$ cat config.mk
export PLATFORM = sky130hd
export DESIGN_NAME = dma_chn_ctrl
export DESIGN_NICKNAME = d
export VERILOG_FILES = /design/src/rtl/dma_pkg.sv /design/src/rtl/dma_addr_step.sv /design/src/rtl/dma_chn_ctrl.sv
export SDC_FILE = /design/constraint.sdc
export NUM_CORES = 1
export LEC_CHECK = 0
export BUFFER_PORTS_ARGS = -buffer_cell sky130_fd_sc_hd__buf_2
export CAP_MARGIN = 20
export CORE_ASPECT_RATIO = 0.8
export CORE_MARGIN = 2
export CORE_UTILIZATION = 40
export CTS_CLUSTER_SIZE = 12
export DETAILED_ROUTE_END_ITERATION = 10
export PLACE_DENSITY_LB_ADDON = 0.05
export SLEW_MARGIN = 20
export SYNTH_ARGS = -nofsm -noshare
export SYNTH_HDL_FRONTEND = slang
export SYNTH_SLANG_ARGS = --single-unit
$ cat constraint.sdc
create_clock -name clk -period 10.8 [get_ports clk]
set_clock_uncertainty 0.05 [all_clocks]
set_input_delay 2.16 -clock clk [delete_from_list [all_inputs] [get_ports clk]]
set_output_delay 2.16 -clock clk [all_outputs]
set_load 0.05 [all_outputs]
$ cat src/rtl/dma_pkg.sv
// dma_pkg: command and status bit positions, TRANSIZE limit and the channel
// state encoding shared by the DMA channel sequencer and its helpers.
package dma_pkg;

    localparam int CMD_ENABLE = 0;
    localparam int CMD_CLEAR  = 1;
    localparam int CMD_STOP   = 3;
    localparam int CMD_PAUSE  = 4;
    localparam int CMD_RESUME = 5;

    localparam int STAT_DONE    = 0;
    localparam int STAT_ERR     = 1;
    localparam int STAT_STOPPED = 2;
    localparam int STAT_ENABLED = 16;
    localparam int STAT_PAUSED  = 17;

    localparam logic [2:0] TRANSIZE_MAX = 3'd3;

    typedef enum logic [1:0] {
        CH_IDLE   = 2'd0,
        CH_ACTIVE = 2'd1,
        CH_PAUSED = 2'd2
    } ch_state_e;

endpackage

$ cat src/rtl/dma_addr_step.sv
// dma_addr_step: next beat address = addr + (inc << size), wrapping modulo 2^WIDTH.
module dma_addr_step #(
    parameter int WIDTH = 32
) (
    input  logic [WIDTH-1:0] addr,
    input  logic [15:0]      inc,
    input  logic [2:0]       size,
    output logic [WIDTH-1:0] addr_nxt
);

    assign addr_nxt = addr + (WIDTH'(inc) << size);

endmodule

$ cat src/rtl/dma_chn_ctrl.sv
// dma_chn_ctrl: per-channel transfer sequencer. Decodes CH_CMD writes, issues
// one-beat copy requests, steps addresses/count, writes them back and keeps
// sticky done/err/stopped status with a masked interrupt.
// Optional feature: define DMA_CHN_PAUSE_EN to build PAUSE/RESUME and the PAUSED state.
module dma_chn_ctrl
    import dma_pkg::*;
#(
    parameter int WIDTH     = 32,
    parameter int CNT_WIDTH = 16
) (
    input  logic               clk,
    input  logic               resetn,
    input  logic               chn_cmd_wr_en_i,
    input  logic [WIDTH-1:0]   cfg_CH_CMD,
    input  logic [WIDTH-1:0]   cfg_CH_CTRL,
    input  logic [WIDTH-1:0]   cfg_CH_SRCADDR,
    input  logic [WIDTH-1:0]   cfg_CH_DESADDR,
    input  logic [WIDTH-1:0]   cfg_CH_XSIZE,
    input  logic [WIDTH-1:0]   cfg_CH_XADDRINC,
    input  logic [WIDTH-1:0]   cfg_CH_INTREN,
    output logic               xfer_req_o,
    output logic [WIDTH-1:0]   xfer_src_addr_o,
    output logic [WIDTH-1:0]   xfer_des_addr_o,
    output logic [2:0]         xfer_size_o,
    input  logic               xfer_ack_i,
    input  logic               xfer_err_i,
    output logic               updt_valid_o,
    output logic [3*WIDTH-1:0] src_des_xsize_updated_o,
    output logic [WIDTH-1:0]   ch_status_o,
    output logic               ch_irq_o
);

    ch_state_e              state;
    logic [WIDTH-1:0]       src_q, des_q;
    logic [WIDTH-1:0]       src_nxt, des_nxt;
    logic [CNT_WIDTH-1:0]   cnt_q;
    logic [15:0]            src_inc_q, des_inc_q;
    logic [2:0]             size_q;
    logic                   req_q, updt_q;
    logic                   stop_pend, pause_pend;
    logic                   st_done, st_err, st_stop;

    logic cmd_stop, cmd_pause_bit, cmd_resume_bit;
    logic cmd_pause, cmd_resume, cmd_enable, cmd_clear;
    logic beat_ok, beat_err, last_beat, xsize_zero;
    logic set_done, set_err, set_stop, clr_status;
    logic unused_cfg;

    // Out-of-range TRANSIZE values are clamped to the widest supported beat.
    function automatic logic [2:0] sat_size(input logic [2:0] raw);
        return (raw > TRANSIZE_MAX) ? TRANSIZE_MAX : raw;
    endfunction

    // Command decode with STOP > PAUSE > RESUME > ENABLE priority; CLEAR stands alone.
    assign cmd_stop = chn_cmd_wr_en_i & cfg_CH_CMD[CMD_STOP];
`ifdef DMA_CHN_PAUSE_EN
    assign cmd_pause_bit  = chn_cmd_wr_en_i & cfg_CH_CMD[CMD_PAUSE];
    assign cmd_resume_bit = chn_cmd_wr_en_i & cfg_CH_CMD[CMD_RESUME];
    assign unused_cfg = ^{cfg_CH_CMD[WIDTH-1:6], cfg_CH_CMD[2], cfg_CH_CTRL[WIDTH-1:3],
                          cfg_CH_XSIZE[WIDTH-1:CNT_WIDTH], cfg_CH_INTREN[WIDTH-1:3]};
`else
    assign cmd_pause_bit  = 1'b0;
    assign cmd_resume_bit = 1'b0;
    assign unused_cfg = ^{cfg_CH_CMD[WIDTH-1:4], cfg_CH_CMD[2], cfg_CH_CTRL[WIDTH-1:3],
                          cfg_CH_XSIZE[WIDTH-1:CNT_WIDTH], cfg_CH_INTREN[WIDTH-1:3]};
`endif
    assign cmd_pause  = cmd_pause_bit & ~cmd_stop;
    assign cmd_resume = cmd_resume_bit & ~cmd_stop & ~cmd_pause_bit;
    assign cmd_enable = chn_cmd_wr_en_i & cfg_CH_CMD[CMD_ENABLE] & ~cmd_stop
                        & ~cmd_pause_bit & ~cmd_resume_bit;
    assign cmd_clear  = chn_cmd_wr_en_i & cfg_CH_CMD[CMD_CLEAR];

    assign beat_ok    = req_q & xfer_ack_i & ~xfer_err_i;
    assign beat_err   = req_q & xfer_ack_i & xfer_err_i;
    assign last_beat  = (cnt_q == CNT_WIDTH'(1));
    assign xsize_zero = (cfg_CH_XSIZE[CNT_WIDTH-1:0] == '0);

    dma_addr_step #(.WIDTH(WIDTH)) u_src_step (
        .addr(src_q), .inc(src_inc_q), .size(size_q), .addr_nxt(src_nxt)
    );
    dma_addr_step #(.WIDTH(WIDTH)) u_des_step (
        .addr(des_q), .inc(des_inc_q), .size(size_q), .addr_nxt(des_nxt)
    );

    // Status set events; a set in the same cycle as a clear takes precedence.
    always_comb begin
        set_done   = ((state == CH_IDLE) & cmd_enable & xsize_zero)
                   | ((state == CH_ACTIVE) & beat_ok & last_beat);
        set_err    = (state == CH_ACTIVE) & beat_err;
        set_stop   = ((state == CH_ACTIVE) & beat_ok & ~last_beat & (stop_pend | cmd_stop))
                   | ((state == CH_PAUSED) & cmd_stop);
        clr_status = cmd_clear | ((state == CH_IDLE) & cmd_enable);
    end

    // Channel FSM: request, address/count stepping and write-back strobe.
    always_ff @(posedge clk or negedge resetn) begin
        if (!resetn) begin
            state      <= CH_IDLE;
            req_q      <= 1'b0;
            updt_q     <= 1'b0;
            stop_pend  <= 1'b0;
            pause_pend <= 1'b0;
            src_q      <= '0;
            des_q      <= '0;
            cnt_q      <= '0;
            src_inc_q  <= '0;
            des_inc_q  <= '0;
            size_q     <= '0;
        end else begin
            updt_q <= 1'b0;
            case (state)
                CH_IDLE: begin
                    stop_pend  <= 1'b0;
                    pause_pend <= 1'b0;
                    if (cmd_enable) begin
                        src_q     <= cfg_CH_SRCADDR;
                        des_q     <= cfg_CH_DESADDR;
                        cnt_q     <= cfg_CH_XSIZE[CNT_WIDTH-1:0];
                        src_inc_q <= cfg_CH_XADDRINC[15:0];
                        des_inc_q <= cfg_CH_XADDRINC[31:16];
                        size_q    <= sat_size(cfg_CH_CTRL[2:0]);
                        if (!xsize_zero) begin
                            state <= CH_ACTIVE;
                            req_q <= 1'b1;
                        end
                    end
                end
                CH_ACTIVE: begin
                    if (beat_err) begin
                        state      <= CH_IDLE;
                        req_q      <= 1'b0;
                        stop_pend  <= 1'b0;
                        pause_pend <= 1'b0;
                    end else if (beat_ok) begin
                        src_q  <= src_nxt;
                        des_q  <= des_nxt;
                        cnt_q  <= cnt_q - CNT_WIDTH'(1);
                        updt_q <= 1'b1;
                        if (last_beat || stop_pend || cmd_stop) begin
                            state      <= CH_IDLE;
                            req_q      <= 1'b0;
                            stop_pend  <= 1'b0;
                            pause_pend <= 1'b0;
                        end else if (pause_pend || cmd_pause) begin
                            state      <= CH_PAUSED;
                            req_q      <= 1'b0;
                            pause_pend <= 1'b0;
                        end
                    end else begin
                        if (cmd_stop)  stop_pend  <= 1'b1;
                        if (cmd_pause) pause_pend <= 1'b1;
                    end
                end
                CH_PAUSED: begin
                    if (cmd_stop) begin
                        state <= CH_IDLE;
                    end else if (cmd_resume) begin
                        state <= CH_ACTIVE;
                        req_q <= 1'b1;
                    end
                end
                default: begin
                    state <= CH_IDLE;
                    req_q <= 1'b0;
                end
            endcase
        end
    end

    // Sticky status flags.
    always_ff @(posedge clk or negedge resetn) begin
        if (!resetn) begin
            st_done <= 1'b0;
            st_err  <= 1'b0;
            st_stop <= 1'b0;
        end else begin
            st_done <= set_done | (st_done & ~clr_status);
            st_err  <= set_err  | (st_err  & ~clr_status);
            st_stop <= set_stop | (st_stop & ~clr_status);
        end
    end

    // Status word assembly.
    always_comb begin
        ch_status_o               = '0;
        ch_status_o[STAT_DONE]    = st_done;
        ch_status_o[STAT_ERR]     = st_err;
        ch_status_o[STAT_STOPPED] = st_stop;
        ch_status_o[STAT_ENABLED] = (state != CH_IDLE);
`ifdef DMA_CHN_PAUSE_EN
        ch_status_o[STAT_PAUSED]  = (state == CH_PAUSED);
`endif
    end

    assign xfer_req_o              = req_q;
    assign xfer_src_addr_o         = src_q;
    assign xfer_des_addr_o         = des_q;
    assign xfer_size_o             = size_q;
    assign updt_valid_o            = updt_q;
    assign src_des_xsize_updated_o = {{(WIDTH-CNT_WIDTH){1'b0}}, cnt_q, des_q, src_q};
    assign ch_irq_o                = |(ch_status_o[2:0] & cfg_CH_INTREN[2:0]);

endmodule

==> results.txt, run 1 <==
The run finished with clean final reports. Setup repair after global routing left no endpoint under its margin. Across every metal layer, demand over resource in global routing totals roughly a quarter. Once detailed placement completed, the half-perimeter wirelength came to 23500 um. The number of flops mapped to enable cells by yosys is 0. The biggest area contributor in the post-synthesis netlist is sky130_fd_sc_hd__dfrtp_1. TritonCTS built the clock tree. The number of hold-repair buffers added at the cts stage came out at 0. In this run the core area contains between 50 and 60 standard-cell rows. The initial standard-cell utilization of the core is 40.5%. The die boundary width came out at 183 um. The portion of the clock cycle consumed by the worst path in the final layout is 46.6%. Counting every sink on the clock net gives 123. The fmax is 199 MHz. The routed design has between 30000 and 40000 um of wire. Yosys attributes the largest share of cell area to sky130_fd_sc_hd__dfrtp_1, sky130_fd_sc_hd__nand2_1, sky130_fd_sc_hd__buf_4. The number of top-level pins is 427. The clock-pin slew on the worst setup and hold paths is roughly 0.06 ns.

The min-delay analysis places its worst path in the category flip-flop to flip-flop. The number of antenna violations at the first check in global routing came out at 3. The layout cell share with drive strength beyond 1 is 25.3%. The post-synthesis average cell area came out at about 7.8 um^2.

The post-route antenna net violation count is 0. At the end of routability-driven placement, the weighted congestion stood at 0.904. The clock root buffer is sky130_fd_sc_hd__clkbuf_16. Setup violations remaining at the end of the flow were counted as 0. The die is 147 um tall. The worst setup path is launched from a primary input. The maximum level of the CTS H-tree came out at 4.

The post-cts gate resize count came out at 0. Entering global routing, the biggest net connects 78 pins. The critical path class is primary input to output port.

The arrival time at the worst endpoint is 2.82 ns. The dominant synthesized flop cell is sky130_fd_sc_hd__dfrtp_1. After synthesis the netlist holds a flip-flop and latch count of 123. The share of the Yosys chip area taken by registers is 30.2%.

The violation count after the first detailed-routing iteration is 667. After synthesis, the most frequently instantiated cells are sky130_fd_sc_hd__nand2_1, sky130_fd_sc_hd__nor2_1, sky130_fd_sc_hd__dfrtp_1. The count of non-filler cells in the finished layout is approximately 1800. The core footprint came out at 25200 um^2. The total iterations of the first detailed-routing run came out at 5.

The clock period minus worst slack is 5.03 ns. Hold timing on the final database bottoms out at a slack of 0.448 ns. The number of global-route vias before repair is 9107. The fraction of synthesis flops using an asynchronous set or reset pin came out at 100%. For this block, the via count after detailed routing is a little under 10000. The clock tree buffer depth is 2. The share of Yosys cell area claimed by the top area cell type is a little under a third. STA classifies the critical path endpoint as an output port.

sky130_fd_sc_hd__nand2_1 is the most common cell in the netlist. The netlist area before placement came out at 10200 um^2. The first-pass GRT wire length is ~50000 um. In the routed layout, each cell is associated on average with a via count of roughly 5.4. The max-slew headroom at the worst pin came out at 42.1%. During synthesis, Yosys emitted a total of 0 warnings. The post-layout net count is 1757. After global routing the overflow that remains totals 0. After detailed routing, the number of remaining DRC violations is 0. The distinct cell type count after synthesis came out at 80. For the worst setup path, the data required time is 8.59 ns. The max-cap check violation count is 0. The final-report hold violation count came out at 0.

The count of input and output buffers is 279. The count of pins over their slew limit is 0. The setup TNS after final layout is 0 ns.

The maximum fanout along the worst path is 1. The die covers 26800 um^2. The transition time at the pin with the least slew margin came out at about 0.87 ns. The routed wirelength normalized by instance count came out at 17.6 um. The number of setup buffers added after CTS came out at 0.

The insertion delay of the later-clocked pin in the worst-skew pair came out at around 0.43 ns. The total of fill cells in the finished design came out at about 2600. After technology mapping, the gate count stands at 1310. The number of cells after detailed placement is 1783. The clock buffer count from CTS is 17. The area growth from synthesis to layout is 15.5%.
## layout make-up
cell class,instances,area (um^2),area share [%]
Antenna cell,2,5.00,0.0425
Clock buffer,24,472,4.00
Clock inverter,8,140,1.19
Inverter,16,60.1,0.510
Multi-Input combinational cell,1030,6140,52.1
Sequential cell,123,3080,26.1
Tap cell,324,405,3.44
Timing Repair Buffer,290,1480,12.6
## worst max-delay path, cell delays in order
cell and delay, ns:
sky130_fd_sc_hd__buf_2 0.10, sky130_fd_sc_hd__a222oi_1 0.29, sky130_fd_sc_hd__inv_1 0.06, sky130_fd_sc_hd__buf_2 0.21
## flip-flops by register name, summed over array words and instances, names as in the netlist, 2 cells and up
register	flops
cnt_q	16
xfer_des_addr_o	32
des_inc_q	16
state	2
src_inc_q	16
xfer_src_addr_o	32
xfer_size_o	3
## metal layers
layer	global-route usage, %	up-vias	share of wire (%)
li1	-	4853	-
met1	33.9	4643	49
met2	37.1	318	45
met3	3.47	30	4.7
met4	6.90	0	1.4
met5	0	-	0
## cell families (layout without fill, tap and decap cells)
kind of cell | count (synthesis) | after routing | share of synthesized area [%]
simple gates | 490 | 490 | 21.1
compound gates | 371 | 371 | 23.2
buf+inv | 200 | 338 | 11.5
flops | 123 | 123 | 30.2
fa+ha+maj | 50 | 50 | 6.28
mux | 39 | 39 | 4.58
xor+xnor | 36 | 36 | 3.09
other cells | 1 | 46 | 0.0368
## through the flow
step,setup slack (ns),cell area (um^2),utilization (%)
after global routing,5.68,11800,46.8
after floorplan,5.89,10400,-
after detailed placement,5.76,11200,44.3
final,5.77,11800,46.8
after CTS,5.76,11800,46.8
after global placement,5.78,11200,44.3
## placed cells by master (no fill, tap or decap), types with 5 or more instances in the layout
cell type / instances
sky130_fd_sc_hd__mux2_2: 21
sky130_fd_sc_hd__o21ai_0: 95
sky130_fd_sc_hd__nor2b_1: 5
sky130_fd_sc_hd__or3_1: 10
sky130_fd_sc_hd__a21o_1: 23
sky130_fd_sc_hd__mux2i_1: 14
sky130_fd_sc_hd__ha_1: 48
sky130_fd_sc_hd__inv_1: 16
sky130_fd_sc_hd__nand2_1: 225
sky130_fd_sc_hd__o22ai_1: 6
sky130_fd_sc_hd__nor2_1: 127
sky130_fd_sc_hd__or2_2: 10
sky130_fd_sc_hd__o32ai_1: 6
sky130_fd_sc_hd__a211oi_1: 6
sky130_fd_sc_hd__nor3_1: 18
sky130_fd_sc_hd__o31ai_1: 12
sky130_fd_sc_hd__o21a_1: 7
sky130_fd_sc_hd__xnor2_1: 22
sky130_fd_sc_hd__o21bai_1: 5
sky130_fd_sc_hd__xor2_1: 14
sky130_fd_sc_hd__nand2b_1: 7
sky130_fd_sc_hd__nand4_1: 7
sky130_fd_sc_hd__nand3_1: 31
sky130_fd_sc_hd__o211ai_1: 22
sky130_fd_sc_hd__buf_4: 12
sky130_fd_sc_hd__a31oi_1: 30
sky130_fd_sc_hd__conb_1: 44
sky130_fd_sc_hd__clkbuf_16: 17
sky130_fd_sc_hd__a22oi_1: 9
sky130_fd_sc_hd__clkbuf_1: 5
sky130_fd_sc_hd__dfrtp_1: 123
sky130_fd_sc_hd__buf_2: 278
sky130_fd_sc_hd__a21oi_1: 104
sky130_fd_sc_hd__and3_1: 22
## final timing paths
path	to	cells past startpoint	startpoint	slack, ns
max in group asynchronous	xfer_src_addr_o[21]$_DFFE_PN0P_	3	resetn	7.43
max	ch_irq_o	4	cfg_CH_INTREN[0]	5.77
min	src_inc_q[7]$_DFFE_PN0P_	2	src_inc_q[7]$_DFFE_PN0P_	0.45
max reg2reg	xfer_src_addr_o[28]$_DFFE_PN0P_	13	xfer_size_o[1]$_DFFE_PN0P_	6.30
min in group asynchronous	xfer_des_addr_o[28]$_DFFE_PN0P_	1	resetn	1.63
min reg2reg	src_inc_q[7]$_DFFE_PN0P_	2	src_inc_q[7]$_DFFE_PN0P_	0.45
Power of run 1 is not shown: default switching activity piles up to over one toggle a cycle in this logic, so the estimate is an artifact.
==> run 2, diff against run 1 <==
--- a/config.mk
+++ b/config.mk
@@ -5,6 +5,7 @@
 export SDC_FILE = /design/constraint.sdc
 export NUM_CORES = 1
 export LEC_CHECK = 0
+export ABC_AREA = 1
 export BUFFER_PORTS_ARGS = -buffer_cell sky130_fd_sc_hd__buf_2
 export CAP_MARGIN = 20
 export CORE_ASPECT_RATIO = 0.8
==> constraint.sdc (replaced) <==
create_clock -name clk -period 5.23 [get_ports clk]
set_clock_uncertainty 0.05 [all_clocks]
set_input_delay 1.046 -clock clk [delete_from_list [all_inputs] [get_ports clk]]
set_output_delay 1.046 -clock clk [all_outputs]
set_load 0.05 [all_outputs]
==> results.txt, run 2 <==
The share of the yosys chip area belonging to registers is 26.2% (was 30.2%). The reg-to-reg critical path endpoint is xfer_des_addr_o[18]$_DFFE_PN0P_ (was xfer_src_addr_o[28]$_DFFE_PN0P_). The arrival time at the worst endpoint is 4.04 ns (was 2.82 ns). The largest net degree at the start of global routing came to 67 (was 78). The largest family of logic cells by synthesized area is simple AND/OR/NAND/NOR gates (was compound AO/OA/AOI/OAI gates). The worst setup margin came to 1.46 ns (was 5.77 ns). The global routing usage summed across all routing layers is 24.5% (was 23.7%). The top cell family by delay on the critical path is simple AND/OR/NAND/NOR gates (was buffers and inverters). The post-route antenna net violation count came out at 0 (unchanged).

The total iterations of the first detailed-routing run came out at 5 (unchanged). The core footprint came out at 29100 um^2 (was 25200 um^2). The number of register bits inferred by synthesis is 123 (unchanged). The most common cell in the netlist is sky130_fd_sc_hd__nand2_1 (unchanged). The post-synthesis adder-cell area fraction is 5.45% (was 6.28%). The final-report hold violation count is 0 (unchanged).

The max-slew headroom at the worst pin is 37.4% (was 42.1%). The share of the synthesized netlist area taken by xor and xnor gates is 1.86% (was 3.09%). The final global-route overflow total came out at 0 (unchanged). The fraction of synthesis flops using an asynchronous set or reset pin came out at 100% (unchanged). The number of global-route vias before repair came out at 11300 (was 9107).

The cell area after placement is 12800 um^2 (was 11200 um^2). The total routed wirelength came out at 38000 um (was 32000 um). The number of top-level pins came out at 427 (unchanged). The type of the most critical hold path is flip-flop to flip-flop (unchanged). The max-cap check violation count is 0 (unchanged).

The portion of the clock cycle consumed by the worst path in the final layout came out at slightly above 70%. The number of hold-repair buffers added at the cts stage is 0 (unchanged). The clock root buffer was sky130_fd_sc_hd__clkbuf_16 (unchanged).

The layout cell share with drive strength beyond 1 is 15.3% (was 25.3%). The violation count after the first detailed-routing iteration came out at 715 (was 667). The height of the die came out at 157 um (was 147 um). The startpoint of the worst register-to-register path is xfer_size_o[0]$_DFFE_PN0P_ (was xfer_size_o[1]$_DFFE_PN0P_). The count of cells along the worst register-to-register path came out at 15 (was 13). Most used cells in the layout excluding fill and tap cells: sky130_fd_sc_hd__nand2_1, sky130_fd_sc_hd__buf_2, sky130_fd_sc_hd__inv_1, sky130_fd_sc_hd__nor2_1, sky130_fd_sc_hd__nand3_1 (was sky130_fd_sc_hd__buf_2, sky130_fd_sc_hd__nand2_1, sky130_fd_sc_hd__nor2_1, sky130_fd_sc_hd__dfrtp_1, sky130_fd_sc_hd__a21oi_1). The register-to-register path setup slack is 1.46 ns (was 6.30 ns). The die outline area is 30800 um^2 (was 26800 um^2).

The count of input and output buffers is 279 (unchanged). The setup TNS after final layout came out at 0 ns (unchanged). The initial standard-cell utilization of the core came out at 40.3% (was 40.5%). The sort of element at the start of the critical path is a flip-flop (was primary input). The post-layout net count was 2428 (was 1757). Most numerous cell types in the synthesized netlist: sky130_fd_sc_hd__nand2_1, sky130_fd_sc_hd__inv_1, sky130_fd_sc_hd__nor2_1 (was sky130_fd_sc_hd__nand2_1, sky130_fd_sc_hd__nor2_1, sky130_fd_sc_hd__dfrtp_1).

The area growth from synthesis to layout came out at 14.0% (was 15.5%). Largest cells by area after synthesis: sky130_fd_sc_hd__dfrtp_1, sky130_fd_sc_hd__nand2_1, sky130_fd_sc_hd__inv_1 (was sky130_fd_sc_hd__dfrtp_1, sky130_fd_sc_hd__nand2_1, sky130_fd_sc_hd__buf_4). The insertion delay of the later-clocked pin in the worst-skew pair is 0.44 ns (was 0.43 ns).

The post-cts gate resize count came out at 0 (unchanged). The number of antenna violations at the first check in global routing is 0 (was 3). The number of buffers and inverters on the critical path is 2 (was 3).

The most frequent standard cell in the layout excluding fill and tap cells was sky130_fd_sc_hd__nand2_1 (was sky130_fd_sc_hd__buf_2). The fmax is approximately 270 MHz. The netlist area before placement came out at 11800 um^2 (was 10200 um^2). The longest individual stage delay on the worst path is 0.71 ns (was 0.29 ns).

The CTS tree is yes (unchanged). The largest area contributor in the synthesized netlist is sky130_fd_sc_hd__dfrtp_1 (unchanged). The critical-path cell with the highest stage delay is sky130_fd_sc_hd__inv_1 (was sky130_fd_sc_hd__a222oi_1). The distinct cell type count after synthesis was 37 (was 80). The first-pass GRT wire length came to 59400 um (was 50300 um). The share of Yosys cell area claimed by the top area cell type is 26.2% (was 30.2%). The transition time at the pin with the least slew margin came to 0.934 ns (was 0.868 ns). The worst setup slack after placement came out at 1.43 ns (was 5.76 ns). The via count came out at 12400 (was 9844). The clock-pin slew on the worst setup and hold paths came out at 0.06 ns (about the same). The maximum fanout along the worst path came out at 42 (was 1). The routed wirelength normalized by instance count came out at 15.0 um (was 17.6 um). The number of DRC violations after detailed routing is 0 (unchanged).

Status: finished, final reports clean (unchanged). The post-route cell area is 13400 um^2 (was 11800 um^2). The critical hold path startpoint is des_inc_q[6]$_DFFE_PN0P_ (was src_inc_q[7]$_DFFE_PN0P_). The clock period minus worst slack is between 3 and 4 ns.

The gate count after technology mapping came to 1972 (was 1310). The post-synthesis share of cell area spent on and, or, nand and nor gates is 38.3% (was 21.1%). The minimum hold slack came out at 0.449 ns (was 0.448 ns). The final RePlAce weighted congestion came out at 0.932 (was 0.904). The maximum level of the CTS H-tree is 4 (unchanged). The count of pins over their slew limit is 0 (unchanged).

The dominant synthesized flop cell was sky130_fd_sc_hd__dfrtp_1 (unchanged). The post-synthesis compound-gate area fraction is 10.1% (was 23.2%). The synthesis warning total was 0 (unchanged). The clock buffer count from CTS is 17 (unchanged). The number of clock sinks is 123 (unchanged). The sink of the worst hold path is des_inc_q[6]$_DFFE_PN0P_ (was src_inc_q[7]$_DFFE_PN0P_). Setup repair after global routing missed its margin: no (unchanged). The number of setup buffers added after CTS is 0 (unchanged). The number of flops mapped to enable cells by yosys is 0 (unchanged). The number of cells traversed by the worst hold path came out at 2 (unchanged). The die boundary width was 196 um (was 183 um). The critical path class is flip-flop to flip-flop (was primary input to output port). The placed wire-length estimate is 29300 um (was 23500 um). The required time at the endpoint of the critical path came out at 5.50 ns (was 8.59 ns).

The floorplan row count came out at 56 (was 52). The critical path capture point type was a flip-flop (was output port). The final number of setup-violating endpoints came out at 0 (unchanged). The post-synthesis average cell area came to 5.96 um^2 (was 7.79 um^2). The final antenna diode count is 0 (was 2).

The count of cell instances traversed by the critical path is 15 (was 4). The clock tree buffer depth is 2 (unchanged). The proportion of synthesized area in mux cells was 0.851% (was 4.58%).

The via density per instance is 4.88 (was 5.42). Cells along the critical path: buf_4 -> inv_1 -> o21ai_0 -> o21ai_0 -> o21ai_0 -> ha_1 -> nand2_1 -> nor2_1 -> nand3_1 -> nand3_1 -> nand2_1 -> nand2_1 -> nor2_1 -> o21ai_0 -> nand2_1 (was buf_2 -> a222oi_1 -> inv_1 -> buf_2).
[run 2: cell types whose count changed after synthesis, moves of 15 or more]
cell / previous run / this run
sky130_fd_sc_hd__nor2_1: 128 / 200
sky130_fd_sc_hd__nand2_1: 227 / 728
sky130_fd_sc_hd__clkbuf_1: 65 / 36
sky130_fd_sc_hd__a21o_1: 23 / 0
sky130_fd_sc_hd__inv_1: 16 / 234
sky130_fd_sc_hd__mux2_2: 21 / 0
sky130_fd_sc_hd__a31oi_1: 30 / 6
sky130_fd_sc_hd__nand3_1: 31 / 132
sky130_fd_sc_hd__o211ai_1: 22 / 5
sky130_fd_sc_hd__and3_1: 22 / 0
sky130_fd_sc_hd__buf_2: 5 / 20
[run 2: cells by family after synthesis]
| logic type | Yosys count |
|---|---|
| compound gates | 226 |
| xor+xnor | 25 |
| fa+ha+maj | 50 |
| buf+inv | 417 |
| flops | 123 |
| mux | 10 |
| other cells | 1 |
| simple gates | 1120 |
[run 2: how the worst max path moves through the flow]
stage | start | end | slack (ns)
2_1_floorplan | xfer_size_o[0]$_DFFE_PN0P_ | xfer_src_addr_o[20]$_DFFE_PN0P_ | 2.36
3_3_place_gp | xfer_size_o[1]$_DFFE_PN0P_ | xfer_des_addr_o[22]$_DFFE_PN0P_ | 1.48
3_5_place_dp | xfer_size_o[1]$_DFFE_PN0P_ | xfer_src_addr_o[23]$_DFFE_PN0P_ | 1.43
4_1_cts | xfer_size_o[1]$_DFFE_PN0P_ | xfer_src_addr_o[23]$_DFFE_PN0P_ | 1.43
5_1_grt | xfer_size_o[0]$_DFFE_PN0P_ | xfer_src_addr_o[23]$_DFFE_PN0P_ | 1.05
6_report | xfer_size_o[0]$_DFFE_PN0P_ | xfer_des_addr_o[18]$_DFFE_PN0P_ | 1.46
[run 2: final cells by class]
| class | count | area (um^2) |
|---|---|---|
| Fill cell | 3226 | 15700 |
| Multi-Input combinational cell | 1475 | 6820 |
| Sequential cell | 123 | 3080 |
| Timing Repair Buffer | 290 | 1490 |
| Inverter | 242 | 908 |
| Tap cell | 377 | 472 |
| Clock buffer | 20 | 437 |
| Clock inverter | 12 | 196 |
[run 2: per-layer routing]
layer / part of all wire [%] / wire length (um) / up-vias / global-route usage, %
met1: 48 / 18100 / 5654 / 33.0
met4: 1.4 / 532 / 0 / 5.19
met3: 5.3 / 2000 / 36 / 4.39
met5: 0 / 0 / - / 0
met2: 46 / 17400 / 345 / 41.4
li1: - / - / 6366 / -
[run 2: per-stage QoR]
step | std cells | util (%)
floorplan | 2015 | -
global placement | 2507 | 43.8
detailed placement | 2507 | 43.8
CTS | 2539 | 46.0
global route | 2539 | 46.0
finish | 2539 | 46.0
[run 2: worst min-delay path: stages, from the launching register on]
cell	delay (ns)
sky130_fd_sc_hd__dfrtp_1	0.36
sky130_fd_sc_hd__nand2_1	0.06
sky130_fd_sc_hd__nand2_1	0.05
Power of run 2 is left out for the same reason.
